===== src/rtl/recreg_bank.sv =====
// recreg_bank: double-buffered receive register bank, MAC fills one frame buffer while the CPU reads the other.
// release is a reserved word, so the CPU release strobe is the port rd_release.
module recreg_bank #(
   parameter int WIDTH = 8,
   parameter int WORDS = 4,
   parameter int AW = (WORDS > 1) ? $clog2(WORDS) : 1
) (
   input  logic               clk,
   input  logic               rst,
   input  logic               can,
   input  logic [AW-1:0]      widx,
   input  logic [WIDTH-1:0]   regin1,
   input  logic [WIDTH-1:0]   regin2,
   input  logic               frame_done,
   input  logic               frame_abort,
   input  logic [AW-1:0]      rd_idx,
   input  logic               rd_release,
   input  logic               ovr_clr,
   output logic [2*WIDTH-1:0] regout,
   output logic               rx_valid,
   output logic [1:0]         pending,
   output logic               overrun
);
   localparam logic [1:0] EMPTY = 2'd0, ONE = 2'd1, FULL = 2'd2;
   logic [1:0] state;
   logic wr_sel, rd_sel;
   logic [2*WIDTH-1:0] mem [2][WORDS];
   logic ab, wr, rel, com, drop;
   always_comb begin
      ab   = frame_abort && state != FULL;
      wr   = can && !ab && state != FULL && int'(widx) < WORDS;
      rel  = rd_release && state != EMPTY;
      com  = frame_done && !ab && state != FULL;
      drop = frame_done && state == FULL;
   end
   // state doubles as the committed-frame count
   always_ff @(posedge clk) begin
      if (!rst) begin
         state   <= EMPTY;
         wr_sel  <= 1'b0;
         rd_sel  <= 1'b0;
         overrun <= 1'b0;
      end else begin
         state   <= state + {1'b0, com} - {1'b0, rel};
         wr_sel  <= wr_sel ^ com;
         rd_sel  <= rd_sel ^ rel;
         overrun <= drop | (overrun & ~ovr_clr);
      end
   end
   // a released or aborted buffer is wiped so the next frame starts from zero
   always_ff @(posedge clk) begin
      for (int b = 0; b < 2; b++)
         for (int w = 0; w < WORDS; w++)
            if (!rst || (ab && b == int'(wr_sel)) || (rel && b == int'(rd_sel)))
               mem[b][w] <= '0;
            else if (wr && b == int'(wr_sel) && w == int'(widx))
               mem[b][w] <= {regin1, regin2};
   end
   always_comb regout = (state == EMPTY || int'(rd_idx) >= WORDS) ? '0 : mem[rd_sel][rd_idx];
   assign rx_valid = state != EMPTY;
   assign pending  = state;
endmodule


===== config.mk =====
export PLATFORM = sky130hd
export DESIGN_NAME = recreg_bank
export DESIGN_NICKNAME = d
export VERILOG_FILES = /design/src/rtl/recreg_bank.sv
export SDC_FILE = /design/constraint.sdc
export NUM_CORES = 1
export LEC_CHECK = 0
export ABC_AREA = 1
export CORE_MARGIN = 2
export CORE_UTILIZATION = 58
export CTS_CLUSTER_DIAMETER = 60
export CTS_CLUSTER_SIZE = 28
export DETAILED_ROUTE_END_ITERATION = 8
export DONT_BUFFER_PORTS = 1
export PLACE_DENSITY = 0.79
export SLEW_MARGIN = 20
export SYNTH_ARGS = -nofsm -noshare
export SYNTH_HDL_FRONTEND = slang
export SYNTH_SLANG_ARGS = --single-unit

===== constraint.sdc =====
create_clock -name clk -period 2.1 [get_ports clk]
set_input_delay 0.105 -clock clk [delete_from_list [all_inputs] [get_ports clk]]
set_output_delay 0.105 -clock clk [all_outputs]
set_load 0.01 [all_outputs]

; Yosys cells after proc, flatten, opt, wreduce, memory -nomap -nowiden
; Memory sizes are Yosys's and may differ from the RTL's. A register that Yosys moved wholly into a read port is not among the register bits.
; Cells that the tools add are included.
[totals]
memories = 1
out_inout_bits = 20
input_bits = 27
regBits = 5
mem_bits_rw = 128
word_cells = 100
[mem_list]
columns = name, words, width, read_ports, rd_ports_with_merged_regs, wr, line
row1 = mem, 2, 64, 1, 1, 2, 27  ; logic [2*WIDTH-1:0] mem [2][WORDS];
[op_classes]
mux = 41
eq_ne = 5
n_bitwise = 16
magnitude_cmp = 1
reduce_logical = 30
addsub = 2
[ops]
columns = operator, n
row1 = $mux W16, 11
row2 = $bmux W16 S2, 1
row3 = $mux W1, 29
row4 = $logic_and A1 B1 Y1, 21
row5 = $or A1 B1 Y1, 9
row6 = $eq A2 B2 Y1 const A, 2
row7 = $logic_not A2 Y1, 2
row8 = $logic_or A1 B1 Y1, 4
row9 = $ge A3 B3 Y1 const B, 1
row10 = $not A1 Y1, 3
row11 = $not A2 Y3, 1
row12 = $add A2 B1 Y2, 1
row13 = $eq A1 B2 Y1 const A, 1
row14 = $eq A2 B2 Y1 const B, 1
row15 = $logic_not A1 Y1, 2
row16 = $ne A2 B2 Y1 const B, 1
row17 = $reduce_bool A2 Y1, 1
row18 = $sub A2 B1 Y2, 1
row19 = $xor A1 B1 Y1, 2
row20 = $and A1 B1 Y1, 1

; Logic depth before layout (Yosys ltp)
[logic_depth]
depth_word = 11
depth_mapped = 10

; Worst setup path before layout
; OpenSTA, ideal clock, no wires.
[synth_timing]
path_kind = register to register
from = register state[0], in the netlist pending[0]
to = memory mem[0][0] (netlist bit) (enable)
slack_ns = -0.237
arrival_time_ns = 1.926
synth_period_minus_slack_ns = 2.337
stages_incl_launch_ff = 5
path_buffers = 0
cell_sequence = dfxtp_1 -> inv_1 -> nand2_2 -> nand3_2 -> o21ai_0
[synth_lines]
columns = element, line
row1 = start: declaration, 25  ; logic [1:0] state;
row2 = start signal: assignment, 44  ; state <= state + {1'b0, com} - {1'b0, rel};
row3 = end: declaration, 27

; Final worst setup path
[layout_timing]
from = input port frame_abort
to = register state[1], in the netlist pending[1]
[layout_between]
elab_chain_cells = 6
[layout_lines]
columns = element, line
row1 = start: declaration, 15  ; input logic frame_abort,
row2 = $logic_and A1 B1 Y1, 30  ; ab = frame_abort && state != FULL;
row3 = $logic_not A1 Y1, 33  ; com = frame_done && !ab && state != FULL;
row4 = $logic_and A1 B1 Y1 (2 in a row), 33
row5 = $add A2 B1 Y2, 44
row6 = $sub A2 B1 Y2, 44
; Every way passes these cells.
; A chain may end at the register's enable or synchronous reset.

==> reports/results.tsv <==
metric	value	unit
final hold viol count	0	
power per standard cell area	1200	mW/mm2
first-pass GRT wire length	24300	um
I/O Buffers	0	
sequential element share of the synthesized area	0.592	
# diodes	0	
Nets	826	
ys flop type	edfxtp_1	
CTS tree	yes	
CP Capture Type	flip-flop	
most common cell in the synthesized netlist	nor2_1	
Design Power	8.92	mW
Relative slew margins	0.677	
Detail Route Antenna Nets	0	
hpwl dp	9770	um
Synth Cell Area	0.00670	mm2
CP cell instances	dlygate4sd3_1, nor2_1, dlygate4sd3_1, nand2_1, ha_1, inv_1, ha_1, xnor2_1, nand2_1, nand2_1, nor2_1	
CP Buf/Inv Count	3	
H-Tree Depth	4	
Worst-Margin Slew	0.485	ns
Clock Pin Slew Worst Setup and Hold Paths	0.05	ns
routability congestion estimate	0.887	
RSZ-0062 raised after global routing	no	
Initial Util	0.589	
TritonRoute pass-1 iters	5	
Async SR Flop Fraction	0	
status	finished clean	
Area Overhead vs Synth	11.4	%
Die Height	111	um
total core area	0.0114	mm2
initial antenna violation count	0	
# clock sinks	134	
vias post-DR	5045	
Crit Path Category	input pin to flip-flop	
die area	0.0124	mm2
Mean Syn Cell Area	8.51	um2
Yosys top cell area share	0.574	
cell total after placement	914	
Synth Warn #	0	
final setup TNS	0	ns
Clock Tree Root	clkbuf_16	
Post-Layout Cell Count	949	
Max-cap violations	0	
GRT Util Overall	0.259	
DRC	0	
clock tree buffer depth	2	
pins over their slew limit	0	
Max Clock Skew	0.00401	ns
worst hold slack	0.0255	ns
Iter 0 DRT Violations	500	
crit path max fanout	4	
share of layout cells above drive strength 1	0.0769	
fin crit share	0.906	
Vias/cell	5.32	
row cnt	39	
top-level I/O count	47	
Finished Cell Area	0.00746	mm2
arrival time at the worst endpoint	2.22	ns
Placement Cell Area	0.00684	mm2
delay-heaviest family, CP	buffers and inverters	
maximum vdd drop	0.000893	V
Min-Delay Path Class	input pin to flip-flop	
syn_nets	818	
wire per inst	16.1	um
Die W	111	um
count of final setup violators	0	
CTS Buf Count	17	
CP peak stage delay	0.55	ns
distinct cell type count after synthesis	22	
slowest CP cell	dlygate4sd3_1	
crit start category	input pin	
Post-Syn Instances	787	
fin crit period	1.90	ns
Leakage	3.47	nW
largest area contributor in the netlist	edfxtp_1	
crit-path most repeated cell	nand2_1	
Yosys reg bits	134	
pin count of the biggest net entering global routing	65	
Post-synth EDFFs	128	
latest clock arrival within the worst-skew pair	0.42	ns
synth top area cells	edfxtp_1, nor2_1, nand2_1	
synth cell count leaders	nor2_1, nand2_1, inv_1, edfxtp_1, nand3_1	
CP required	2.42	ns
global route overflow	0	
vias in the first global route	4887	
Detailed Route WL	15300	um
Max Fclk	0.526	GHz
[layout make-up]
cell class | instances | area, um2
clock buffer | 19 | 433
multi-input combinational | 458 | 1930
inverter | 163 | 614
fill | 842 | 3910
tap | 143 | 179
clock inverter | 11 | 135
timing repair buffer | 21 | 211
sequential | 134 | 3970
[placed cells by master, fill, tap and decap left out, drive strengths merged]
master and n:
a21oi 1, buf 16, bufinv 3, clkbuf 19, clkinv 6, clkinvlp 3, dfxtp 6, dlygate4sd3 5
edfxtp 128, ha 4, inv 162, nand2 179, nand3 84, nor2 179, o21ai 9, o22ai 1
xnor2 1
[registers in the layout, indices dropped and copies added (netlist names), named ones only]
register / cells
mem: 128
overrun: 1
pending: 2
rd_sel: 1
wr_sel: 1
[cells by family (layout without fill, tap and decap cells)]
logic type,after synthesis,count (layout),share of synthesized area
AO/OA/AOI/OAI,11,11,0.00840
XOR/XNOR,1,1,0.00131
adder cells (fa/ha/maj),4,4,0.00747
buffers and inverters,195,214,0.121
flip-flops,134,134,0.592
AND/OR/NAND/NOR,442,442,0.270
[final timing paths]
path | from | endpoint | slack [ns] | cells past startpoint
max reg2reg | pending[1] | mem[1][20] | 0.31 | 8
min reg2reg | wr_sel | wr_sel | 0.59 | 2
min | regin2[5] | mem[0][37] | 0.03 | 2
max | frame_abort | pending[1] | 0.20 | 11
[worst reg2reg max path, stage by stage (launching register included)]
cell     delay [ns]
dfxtp_1        0.43
nor2_1         0.09
nor2_1         0.19
ha_1           0.19
nor2_1         0.04
nand2_1        0.10
inv_4          0.07
o21ai_1        0.08
buf_4          0.27
[report_power, final]
group / switching (mW) / internal (mW) / leakage (nW)
Sequential: 0.160 / 3.48 / 1.43
Combinational: 1.67 / 0.737 / 1.77
Clock: 1.04 / 1.83 / 0.270
[through the flow]
stage           util  worst slack [ns]
2_1_floorplan      -            -0.237
3_3_place_gp   0.602             0.358
3_5_place_dp   0.602             0.316
4_1_cts        0.656             0.128
5_1_grt        0.657            0.0301
6_report       0.657             0.198
[repair_timing]
action                                 in CTS  in global routing
buffers inserted                            0                  0
resized for setup                           0                  1
hold buffers                                5                  0
endpoints found under the hold margin       6                  0
setup endpoints to repair                   0                  1
[per-layer routing]
| metal | up-vias | part of all wire | global-route usage |
|---|---|---|---|
| met5 | - | 0 | 0 |
| met3 | 46 | 0.099 | 0.0642 |
| met2 | 287 | 0.46 | 0.400 |
| met1 | 2288 | 0.40 | 0.340 |
| met4 | 0 | 0.041 | 0.139 |
| li1 | 2424 | - | - |
Power figures use the tool's default switching activity.
